==> config.mk <==
export PLATFORM = sky130hd
export DESIGN_NAME = arbitro_mem_datos_flat
export DESIGN_NICKNAME = d
export VERILOG_FILES = /design/src/rtl/arbitro_mem_datos_if.sv /design/src/rtl/arbitro_mem_datos.sv /design/src/flat_wrapper.sv
export SDC_FILE = /design/constraint.sdc
export NUM_CORES = 1
export LEC_CHECK = 0
export CAP_MARGIN = 20
export CORE_AREA = 8 8 110 112
export DETAILED_ROUTE_END_ITERATION = 10
export DIE_AREA = 0 0 118 120
export PLACE_DENSITY = 0.7
export SKIP_CTS_REPAIR_TIMING = 1
export SLEW_MARGIN = 20
export SYNTH_ARGS = -nofsm -noshare
export SYNTH_HDL_FRONTEND = slang
export SYNTH_SLANG_ARGS = --single-unit
export TNS_END_PERCENT = 1
==> constraint.sdc <==
create_clock -name clk -period 1.62 [get_ports clk]
set_input_delay 0.324 -clock clk [delete_from_list [all_inputs] [get_ports clk]]
set_output_delay 0.324 -clock clk [all_outputs]
set_load 0.05 [all_outputs]
==> src/rtl/arbitro_mem_datos_if.sv <==
`default_nettype none
// +----------------------------------------------------------------------------+
// | Module : arbitro_mem_datos_if                                              |
// | Brief  : Bundle of the CPU, DMA and data-memory buses of the data-memory   |
// |          arbiter.                                                          |
// |          slave  : view of the arbiter (consumes requests, drives memory).  |
// |          master : view of the environment (CPU, DMA and memoria_datos).    |
// | Ports  : cpu_*  CPU MEM-stage address/data/strobes, read data, stall       |
// |          dma_*  DMA req/gnt handshake, address/data/strobes, read data     |
// |          mem_*  memoria_datos address, write data, read data, RD/WR        |
// | Rev    : 1.0  initial release                                             |
// +----------------------------------------------------------------------------+
interface arbitro_mem_datos_if #(
  parameter int ANCHO_DATO = 32,
  parameter int ANCHO_DIR  = 32
);
  logic [ANCHO_DIR-1:0]  cpu_dir;
  logic [ANCHO_DATO-1:0] cpu_dato_wr;
  logic                  cpu_rd;
  logic                  cpu_wr;
  logic [ANCHO_DATO-1:0] cpu_dato_rd;
  logic                  cpu_stall;

  logic                  dma_req;
  logic                  dma_gnt;
  logic [ANCHO_DIR-1:0]  dma_dir;
  logic [ANCHO_DATO-1:0] dma_dato_wr;
  logic                  dma_rd;
  logic                  dma_wr;
  logic [ANCHO_DATO-1:0] dma_dato_rd;

  logic [ANCHO_DIR-1:0]  mem_dir;
  logic [ANCHO_DATO-1:0] mem_dato_entrada;
  logic [ANCHO_DATO-1:0] mem_dato_salida;
  logic                  mem_rd;
  logic                  mem_wr;

  modport slave (
    input  cpu_dir, cpu_dato_wr, cpu_rd, cpu_wr,
    output cpu_dato_rd, cpu_stall,
    input  dma_req, dma_dir, dma_dato_wr, dma_rd, dma_wr,
    output dma_gnt, dma_dato_rd,
    output mem_dir, mem_dato_entrada, mem_rd, mem_wr,
    input  mem_dato_salida
  );

  modport master (
    output cpu_dir, cpu_dato_wr, cpu_rd, cpu_wr,
    input  cpu_dato_rd, cpu_stall,
    output dma_req, dma_dir, dma_dato_wr, dma_rd, dma_wr,
    input  dma_gnt, dma_dato_rd,
    input  mem_dir, mem_dato_entrada, mem_rd, mem_wr,
    output mem_dato_salida
  );
endinterface
`default_nettype wire

==> src/rtl/arbitro_mem_datos.sv <==
`default_nettype none
// +----------------------------------------------------------------------------+
// | Module : arbitro_mem_datos                                                 |
// | Brief  : Arbitrates the single data-memory port between the CPU datapath   |
// |          (default owner) and the DMA engine (req/gnt, bounded bursts, then |
// |          a one-cycle turnaround and a guard interval for the CPU).         |
// | Ports  : clk      system clock, rising edge                                |
// |          reset_n  asynchronous active-low reset                            |
// |          bus      arbiter view (slave) of the CPU/DMA/memory buses         |
// | Rev    : 1.0  initial release                                             |
// +----------------------------------------------------------------------------+
module arbitro_mem_datos #(
  parameter int ANCHO_DATO = 32,
  parameter int ANCHO_DIR  = 32,
  parameter int MAX_RAFAGA = 16,
  parameter int ESPERA_CPU = 2
) (
  input  wire logic            clk,
  input  wire logic            reset_n,
  arbitro_mem_datos_if.slave   bus
);

  localparam int ANCHO_BEATS  = $clog2(MAX_RAFAGA + 1);
  localparam int ANCHO_GUARDA = (ESPERA_CPU > 0) ? $clog2(ESPERA_CPU + 1) : 1;

  localparam logic [ANCHO_BEATS-1:0]  C_ULTIMO_BEAT = ANCHO_BEATS'(MAX_RAFAGA - 1);
  localparam logic [ANCHO_BEATS-1:0]  C_BEAT_UNO    = ANCHO_BEATS'(1);
  localparam logic [ANCHO_GUARDA-1:0] C_GUARDA_INI  = ANCHO_GUARDA'(ESPERA_CPU);
  localparam logic [ANCHO_GUARDA-1:0] C_GUARDA_UNO  = ANCHO_GUARDA'(1);

  typedef enum logic [1:0] {
    REPOSO  = 2'd0,
    DMA     = 2'd1,
    LIBERAR = 2'd2
  } estado_t;

  estado_t                 estado_q;
  logic [ANCHO_GUARDA-1:0] guarda_q;
  logic [ANCHO_BEATS-1:0]  beats_q;
  logic                    gnt_q;

  logic                    w_beat;
  logic [ANCHO_DIR-1:0]    w_dir;
  logic [ANCHO_DATO-1:0]   w_dato;
  logic                    w_rd_src;
  logic                    w_wr_src;
  logic                    w_strobes_on;

  assign w_beat = bus.dma_rd | bus.dma_wr;

  // State, guard and beat counters plus the registered grant, all in one block.
  always_ff @(posedge clk or negedge reset_n) begin
    if (!reset_n) begin
      estado_q <= REPOSO;
      guarda_q <= '0;
      beats_q  <= '0;
      gnt_q    <= 1'b0;
    end else begin
      case (estado_q)
        REPOSO: begin
          // The CPU is still served in this deciding cycle; DMA takes over next.
          if (bus.dma_req && (guarda_q == '0)) begin
            estado_q <= DMA;
            gnt_q    <= 1'b1;
          end else if (guarda_q != '0) begin
            guarda_q <= guarda_q - C_GUARDA_UNO;
          end
        end
        DMA: begin
          if (w_beat) begin
            beats_q <= beats_q + C_BEAT_UNO;
          end
          // Dropping req still serves this cycle's DMA strobes before leaving.
          if (!bus.dma_req || (w_beat && (beats_q == C_ULTIMO_BEAT))) begin
            estado_q <= LIBERAR;
            gnt_q    <= 1'b0;
          end
        end
        LIBERAR: begin
          estado_q <= REPOSO;
          guarda_q <= C_GUARDA_INI;
          beats_q  <= '0;
        end
        default: begin
          estado_q <= REPOSO;
          gnt_q    <= 1'b0;
        end
      endcase
    end
  end

  // Source mux: DMA only while it owns the port; the CPU otherwise, including
  // the turnaround cycle, where only its strobes are gated off.
  always_comb begin
    w_dir        = bus.cpu_dir;
    w_dato       = bus.cpu_dato_wr;
    w_rd_src     = bus.cpu_rd;
    w_wr_src     = bus.cpu_wr;
    w_strobes_on = (estado_q != LIBERAR);
    if (estado_q == DMA) begin
      w_dir    = bus.dma_dir;
      w_dato   = bus.dma_dato_wr;
      w_rd_src = bus.dma_rd;
      w_wr_src = bus.dma_wr;
    end
  end

  // A simultaneous rd+wr from the owner resolves to a write.
  assign bus.mem_dir          = w_dir;
  assign bus.mem_dato_entrada = w_dato;
  assign bus.mem_wr           = w_strobes_on & w_wr_src;
  assign bus.mem_rd           = w_strobes_on & w_rd_src & ~w_wr_src;

  assign bus.cpu_stall   = (bus.cpu_rd | bus.cpu_wr) & (estado_q != REPOSO);
  assign bus.dma_gnt     = gnt_q;
  assign bus.cpu_dato_rd = bus.mem_dato_salida;
  assign bus.dma_dato_rd = bus.mem_dato_salida;

endmodule
`default_nettype wire

==> src/flat_wrapper.sv <==
// flat-port wrapper written by rule: the top's interface ports become plain ports
module arbitro_mem_datos_flat 
#(
  parameter int ANCHO_DATO = 32,
  parameter int ANCHO_DIR  = 32,
  parameter int MAX_RAFAGA = 16,
  parameter int ESPERA_CPU = 2
)
  (clk, reset_n, bus_cpu_dir, bus_cpu_dato_wr, bus_cpu_rd, bus_cpu_wr, bus_cpu_dato_rd, bus_cpu_stall, bus_dma_req, bus_dma_dir, bus_dma_dato_wr, bus_dma_rd, bus_dma_wr, bus_dma_gnt, bus_dma_dato_rd, bus_mem_dir, bus_mem_dato_entrada, bus_mem_rd, bus_mem_wr, bus_mem_dato_salida);
  arbitro_mem_datos_if #(.ANCHO_DATO(ANCHO_DATO), .ANCHO_DIR(ANCHO_DIR)) bus_i ();
  input  wire logic clk;
  input  wire logic reset_n;
  input wire logic [$bits(bus_i.cpu_dir)-1:0] bus_cpu_dir;
  input wire logic [$bits(bus_i.cpu_dato_wr)-1:0] bus_cpu_dato_wr;
  input wire logic [$bits(bus_i.cpu_rd)-1:0] bus_cpu_rd;
  input wire logic [$bits(bus_i.cpu_wr)-1:0] bus_cpu_wr;
  output wire logic [$bits(bus_i.cpu_dato_rd)-1:0] bus_cpu_dato_rd;
  output wire logic [$bits(bus_i.cpu_stall)-1:0] bus_cpu_stall;
  input wire logic [$bits(bus_i.dma_req)-1:0] bus_dma_req;
  input wire logic [$bits(bus_i.dma_dir)-1:0] bus_dma_dir;
  input wire logic [$bits(bus_i.dma_dato_wr)-1:0] bus_dma_dato_wr;
  input wire logic [$bits(bus_i.dma_rd)-1:0] bus_dma_rd;
  input wire logic [$bits(bus_i.dma_wr)-1:0] bus_dma_wr;
  output wire logic [$bits(bus_i.dma_gnt)-1:0] bus_dma_gnt;
  output wire logic [$bits(bus_i.dma_dato_rd)-1:0] bus_dma_dato_rd;
  output wire logic [$bits(bus_i.mem_dir)-1:0] bus_mem_dir;
  output wire logic [$bits(bus_i.mem_dato_entrada)-1:0] bus_mem_dato_entrada;
  output wire logic [$bits(bus_i.mem_rd)-1:0] bus_mem_rd;
  output wire logic [$bits(bus_i.mem_wr)-1:0] bus_mem_wr;
  input wire logic [$bits(bus_i.mem_dato_salida)-1:0] bus_mem_dato_salida;
  assign bus_i.cpu_dir = bus_cpu_dir;
  assign bus_i.cpu_dato_wr = bus_cpu_dato_wr;
  assign bus_i.cpu_rd = bus_cpu_rd;
  assign bus_i.cpu_wr = bus_cpu_wr;
  assign bus_cpu_dato_rd = bus_i.cpu_dato_rd;
  assign bus_cpu_stall = bus_i.cpu_stall;
  assign bus_i.dma_req = bus_dma_req;
  assign bus_i.dma_dir = bus_dma_dir;
  assign bus_i.dma_dato_wr = bus_dma_dato_wr;
  assign bus_i.dma_rd = bus_dma_rd;
  assign bus_i.dma_wr = bus_dma_wr;
  assign bus_dma_gnt = bus_i.dma_gnt;
  assign bus_dma_dato_rd = bus_i.dma_dato_rd;
  assign bus_mem_dir = bus_i.mem_dir;
  assign bus_mem_dato_entrada = bus_i.mem_dato_entrada;
  assign bus_mem_rd = bus_i.mem_rd;
  assign bus_mem_wr = bus_i.mem_wr;
  assign bus_i.mem_dato_salida = bus_mem_dato_salida;
  arbitro_mem_datos #(.ANCHO_DATO(ANCHO_DATO), .ANCHO_DIR(ANCHO_DIR), .MAX_RAFAGA(MAX_RAFAGA), .ESPERA_CPU(ESPERA_CPU)) u_core (.clk(clk), .reset_n(reset_n), .bus(bus_i));
endmodule
==> metrics, run 1 <==
status=complete, but fails checks; failing checks=negative setup slack; syn_area_per_cell=9.83 µm²; Nets=528; crit start category=flip-flop; Placement Setup Slack=-0.187 ns; Final Cell Area=4120 µm²; gr ovfl total=0; Setup violations, final=66; syn nets=378; met1 usage=12.6%; count of different cell masters after synthesis=30; Worst Skew=0.00298 ns; drt via density=~4.2; Psw=2.82 mW; area grow syn2layout=102%; final wirelength=9870 µm; met2 Use GR=20.9%; max_cap viols=0; CP Capture Type=primary output; DP Area=3660 µm²; first-pass GRT wire length=around 13,000 µm; sw frac=49.8%; CTS Root Cell=clkbuf_8; initial antenna violation count=0; clk sinks=10; Rows=38; dpl hpwl=7910 µm; Die W=118 µm; Synth Instances=roughly 210; ranking of synthesized cells by area=mux2_4 28%, buf_4 24%, mux2_2 15%; RSZ-0062 raised after global routing=yes; met3 GRT Util=under 10%; clock network power share=4.6%; WS Path Type=flip-flop to primary output; full die area=14,200 µm²; DRC=0; Cells after DPL=484; Final WS setup=-0.349 ns; P per Cell Area=between 1000 and 1500 nW/µm²; post-synthesis cell area=between 2000 and 2500 µm²; Worst slew margin=68.1%; I/O Pins=299; drt pass-1 iters=4; Finished Layout Cells=496; Internal=roughly 2.8 mW; pin count of the biggest net entering global routing=40; H-tree depth=1; Syn. warnings=0; Final Hold Viols=0; Synth area leader=mux2_4; Initial Util=19.5%; CTS Buffer Depth=2; crit path max fanout=10; CP arrival=about 1.7 ns; register area share after synthesis=12.2%; share of cells above drive strength 1=44.4%; Hold WC Path Type=input port to async pin; sequential power share=around 7.4%; vias=between 2,000 and 2,500; Final min period=1.97 ns; Leak Pwr=approximately 1.8 nW; TritonCTS clock tree=done; Core ar.=10,500 µm²; Final Max Tran Viols=0; number of global-route vias before repair=2,146; Slew @ Worst Pin=0.477 ns; final core utilization=39.2%; synthesis-stage register bit count=10; DR WL/cell=roughly 20 µm; GPL Wtd Cong=0.839; maximum VDD drop=0.723 mV; Worst-Skew Late Latency=0.24 ns; Die H=120 µm; CTS buffer count=3; Worst-path clk slew=0.05 ns; fmax=0.508 GHz; global route hottest layer=met2; I/O Buffers=202; DRT iter0 DRCs=48; worst path required time=approximately 1.3 ns; Yosys top cell area share=about 28%; final antenna-violating net count=0; Total GRT Usage=11.7%; Tcrit/Tclk final=122%; Ant. Diodes=0; Comb power frac=88.0%
[worst max-delay path, cell delays in order, from the launching register on]
cell	delay (ns)
dfrtp_1	0.40
nor2b_4	0.17
buf_8	0.16
buf_12	0.14
mux2_2	0.37
buf_6	0.16
[stage by stage]
stage	total power, mW	TNS (ns)	hold WS (ns)
after detailed placement	4.72	-6.09	0.522
after global placement	4.67	-4.82	0.498
after CTS	5.01	-22.75	0.426
after global routing	5.91	-22.66	0.459
final	5.66	-19.37	0.414
after floorplan	3.80	-0.0122	0.0284
[per-layer routing]
layer,part of all wire (%),up-vias
met5,0,-
met4,0.52,0
met3,9.6,7
met2,52,149
met1,38,984
li1,-,960
[kinds of logic after synthesis]
group	after synthesis	share of synthesized area [%]
AND/OR/NAND/NOR	28	7.28
buffers and inverters	81	28.8
adder cells (fa/ha/maj)	3	1.84
flip-flops	10	12.2
AO/OA/AOI/OAI	21	7.10
multiplexers	65	42.8
[path summary, 6_finish.rpt]
path / startpoint / endpoint / slack (ns) / cells past startpoint
setup / recovery: u_core.estado_q[1] / bus_mem_dir[3] / -0.35 / 5
hold reg to reg: u_core.beats_q[3] / u_core.beats_q[3] / 0.53 / 2
max in group asynchronous: reset_n / u_core.estado_q[0] / 0.88 / 1
hold / removal: reset_n / u_core.beats_q[2] / 0.41 / 1
setup reg to reg: u_core.beats_q[1] / u_core.beats_q[4] / 0.15 / 6
min in group clk: u_core.beats_q[3] / u_core.beats_q[3] / 0.53 / 2
[area by class of cell]
cell class / count / area, µm²
Sequential cell: 10 / 250
Inverter: 6 / 22.5
Timing Repair Buffer: 220 / 2410
Fill cell: 1019 / 6380
Tap cell: 140 / 175
Multi-Input combinational cell: 117 / 1230
Clock buffer: 3 / 41.3
[Yosys cell counts]
cell	count
a21boi_0	1
a21oi_1	4
a22o_1	3
a22oi_1	1
a2bb2oi_1	2
and2_1	1
and3_1	1
buf_2	5
buf_4	64
buf_6	5
clkbuf_1	1
dfrtp_1	10
ha_1	3
inv_1	6
mux2_2	27
mux2_4	38
nand2_1	6
nand3_1	3
nand4_1	1
nand4b_1	1
nor2_1	6
nor2b_1	5
nor2b_2	1
nor3_1	1
nor4bb_1	1
o21ai_0	3
o22a_1	1
o22ai_1	4
o311ai_0	2
or2_2	1
[flip-flops by register name, summed over array words and instances, names as in the netlist]
name / count
u_core.beats_q: 5
u_core.estado_q: 2
u_core.guarda_q: 2
u_core.bus.dma_gnt: 1
[cells in the final DEF, fill, tap and decap left out, drive strengths merged]
cell type,instances
a21boi,1
a21oi,4
a22o,3
a22oi,1
a2bb2oi,2
and2,1
and3,1
buf,82
clkbuf,7
clkdlybuf4s50,133
dfrtp,10
dlymetal6s2s,1
ha,3
inv,6
mux2,65
nand2,6
nand3,3
nand4,1
nand4b,1
nor2,6
nor2b,6
nor3,1
nor4bb,1
o21ai,3
o22a,1
o22ai,4
o311ai,2
or2,1
[power by group through the flow]
stage | clock network (mW) | registers [mW] | logic (mW)
after floorplan | 0 | 0.440 | 3.36
after global placement | 0 | 0.415 | 4.26
after detailed placement | 0 | 0.423 | 4.30
after CTS | 0.270 | 0.421 | 4.32
final | 0.259 | 0.420 | 4.98
after global routing | 0.277 | 0.432 | 5.20
(Power assumes the default switching activity.)
==> run 2, diff against run 1 <==
--- a/config.mk
+++ b/config.mk
@@ -7,6 +7,7 @@
 export LEC_CHECK = 0
 export CAP_MARGIN = 20
 export CORE_AREA = 8 8 110 112
+export CTS_CLUSTER_SIZE = 20
 export DETAILED_ROUTE_END_ITERATION = 10
 export DIE_AREA = 0 0 118 120
 export PLACE_DENSITY = 0.7
==> results of run 2 <==
The final DEF is identical to that of run 1; final timing and power are the same.
==> run 3, diff against run 2 <==
--- a/config.mk
+++ b/config.mk
@@ -6,11 +6,11 @@
 export NUM_CORES = 1
 export LEC_CHECK = 0
 export CAP_MARGIN = 20
-export CORE_AREA = 8 8 110 112
+export CORE_AREA = 8 8 109 111
 export CTS_CLUSTER_SIZE = 20
 export DETAILED_ROUTE_END_ITERATION = 10
-export DIE_AREA = 0 0 118 120
-export PLACE_DENSITY = 0.7
+export DIE_AREA = 0 0 117 119
+export PLACE_DENSITY = 0.71
 export SKIP_CTS_REPAIR_TIMING = 1
 export SLEW_MARGIN = 20
 export SYNTH_ARGS = -nofsm -noshare
==> constraint.sdc (replaced) <==
create_clock -name clk -period 2.3 [get_ports clk]
set_input_delay 0.46 -clock clk [delete_from_list [all_inputs] [get_ports clk]]
set_output_delay 0.46 -clock clk [all_outputs]
set_load 0.05 [all_outputs]
==> metrics, run 3 (synthesized netlist as in run 1, its figures left out) <==
status=finished, final reports clean; Die W=roughly 120 µm; crit start category=flip-flop; initial antenna violation count=0; crit path max fanout=36; GPL Wtd Cong=a little under 0.8; DP Area=approximately 3700 µm²; DRC=0; vias=1,991; number of global-route vias before repair=2,232; gr ovfl total=0; drt pass-1 iters=4; Die H=approximately 120 µm; area of the multi-input gates=1210 µm²; WS Path Type=flip-flop to primary output; Leak Pwr=1.61 nW; commonest non-fill, non-tap cell in the layout=clkdlybuf4s50_1; Ant. Diodes=0; H-tree depth=1; DRT iter0 DRCs=a little under 60; max reg flops=5; maximum VDD drop=0.556 mV; Setup violations, final=0; Tcrit/Tclk final=92.7%; worst reg-to-reg setup slack=between 0.7 and 0.8 ns; Final Max Tran Viols=0; Worst-path clk slew=0.05 ns; Top reg by flops=u_core.beats_q; CTS Root Cell=clkbuf_8; Worst Skew=0.00276 ns; Initial Util=20.3%; dpl hpwl=8130 µm; final hold slack=roughly 0.53 ns; CTS buffer count=3; DR WL/cell=19.7 µm; Final Cell Area=3780 µm²; setup TNS=0 ns; Worst slew margin=66.3%; Worst-Skew Late Latency=0.24 ns; area grow syn2layout=84.9%; first-pass GRT wire length=13,200 µm; pin count of the biggest net entering global routing=37; Slew @ Worst Pin=0.504 ns; Hold WC Path Type=flip-flop to flip-flop; Final Hold Viols=0; Final min period=approximately 2.1 ns; Placement Setup Slack=0.196 ns; CTS Buffer Depth=2; Nets=514; Register Area=250 µm²; share of cells above drive strength 1=41.2%; RSZ-0062 raised after global routing=no; P per Cell Area=950 nW/µm²; Rows=37; fmax=approximately 0.47 GHz; fillcell total=1,030; TritonCTS clock tree=done; CP Capture Type=primary output; max_cap viols=0; Total GRT Usage=12.2%; Core ar.=roughly 10,000 µm²; full die area=13,900 µm²; final wirelength=around 9400 µm; worst path required time=1.84 ns; final antenna-violating net count=0; power consumption=between 3 and 4 mW; clk sinks=10; most frequent cells in the layout=135 x clkdlybuf4s50_1, 55 x buf_4, 38 x mux2_4; Largest regs=u_core.beats_q x5, u_core.estado_q x2, u_core.guarda_q x2; CP arrival=1.67 ns; drt via density=~4.2; Final WS setup=0.168 ns; I/O Pins=299; I/O Buffers=202
==> run 3: changes by cell type in the layout (fill, tap and decap cells not counted), sizes merged <==
cell           before  now
buf                82   71
clkbuf              7    3
clkdlybuf4s50     133  135
dlymetal6s2s        1    0
==> run 3: where the power goes <==
part / switching, mW / internal (mW)
registers: 0.0535 / 0.244
clock network: 0.0657 / 0.114
logic: 1.77 / 1.35
==> run 3: path summary, 6_finish.rpt <==
path,from,to,cells after the start
worst max-delay path,u_core.estado_q[1],bus_mem_dato_entrada[23],4
worst min-delay path,u_core.beats_q[3],u_core.beats_q[3],2
worst max register to register,u_core.beats_q[0],u_core.beats_q[4],6
worst min register to register,u_core.beats_q[3],u_core.beats_q[3],2
max in group asynchronous,reset_n,u_core.estado_q[0],1
min in group asynchronous,reset_n,u_core.beats_q[0],1
==> run 3: metrics by stage <==
step           utilization (%)  instances
3_5_place_dp              37.0        475
4_1_cts                   37.5        478
2_1_floorplan                -        208
6_report                  37.5        478
3_3_place_gp              37.0        475
5_1_grt                   37.5        478
==> run 3: worst max-delay path, stage by stage, from the launching register on <==
cell,delay (ns)
dfrtp_1,0.40
nor2b_4,0.18
buf_12,0.24
mux2_2,0.39
buf_4,0.20
==> run 3: cell type report <==
class	instances	area share, %
inverter	6	0.596
timing repair buffer	206	55.1
sequential	10	6.62
multi-input combinational	117	32.0
clock buffer	3	1.09
tap	136	4.50
==> run 3: metal layers <==
layer / track usage (%) / routed length, µm / up-vias
met5: 0 / 0 / -
li1: - / - / 931
met4: 2.72 / 102 / 0
met2: 22.6 / 4710 / 143
met3: 6.22 / 1410 / 11
met1: 11.8 / 3190 / 906
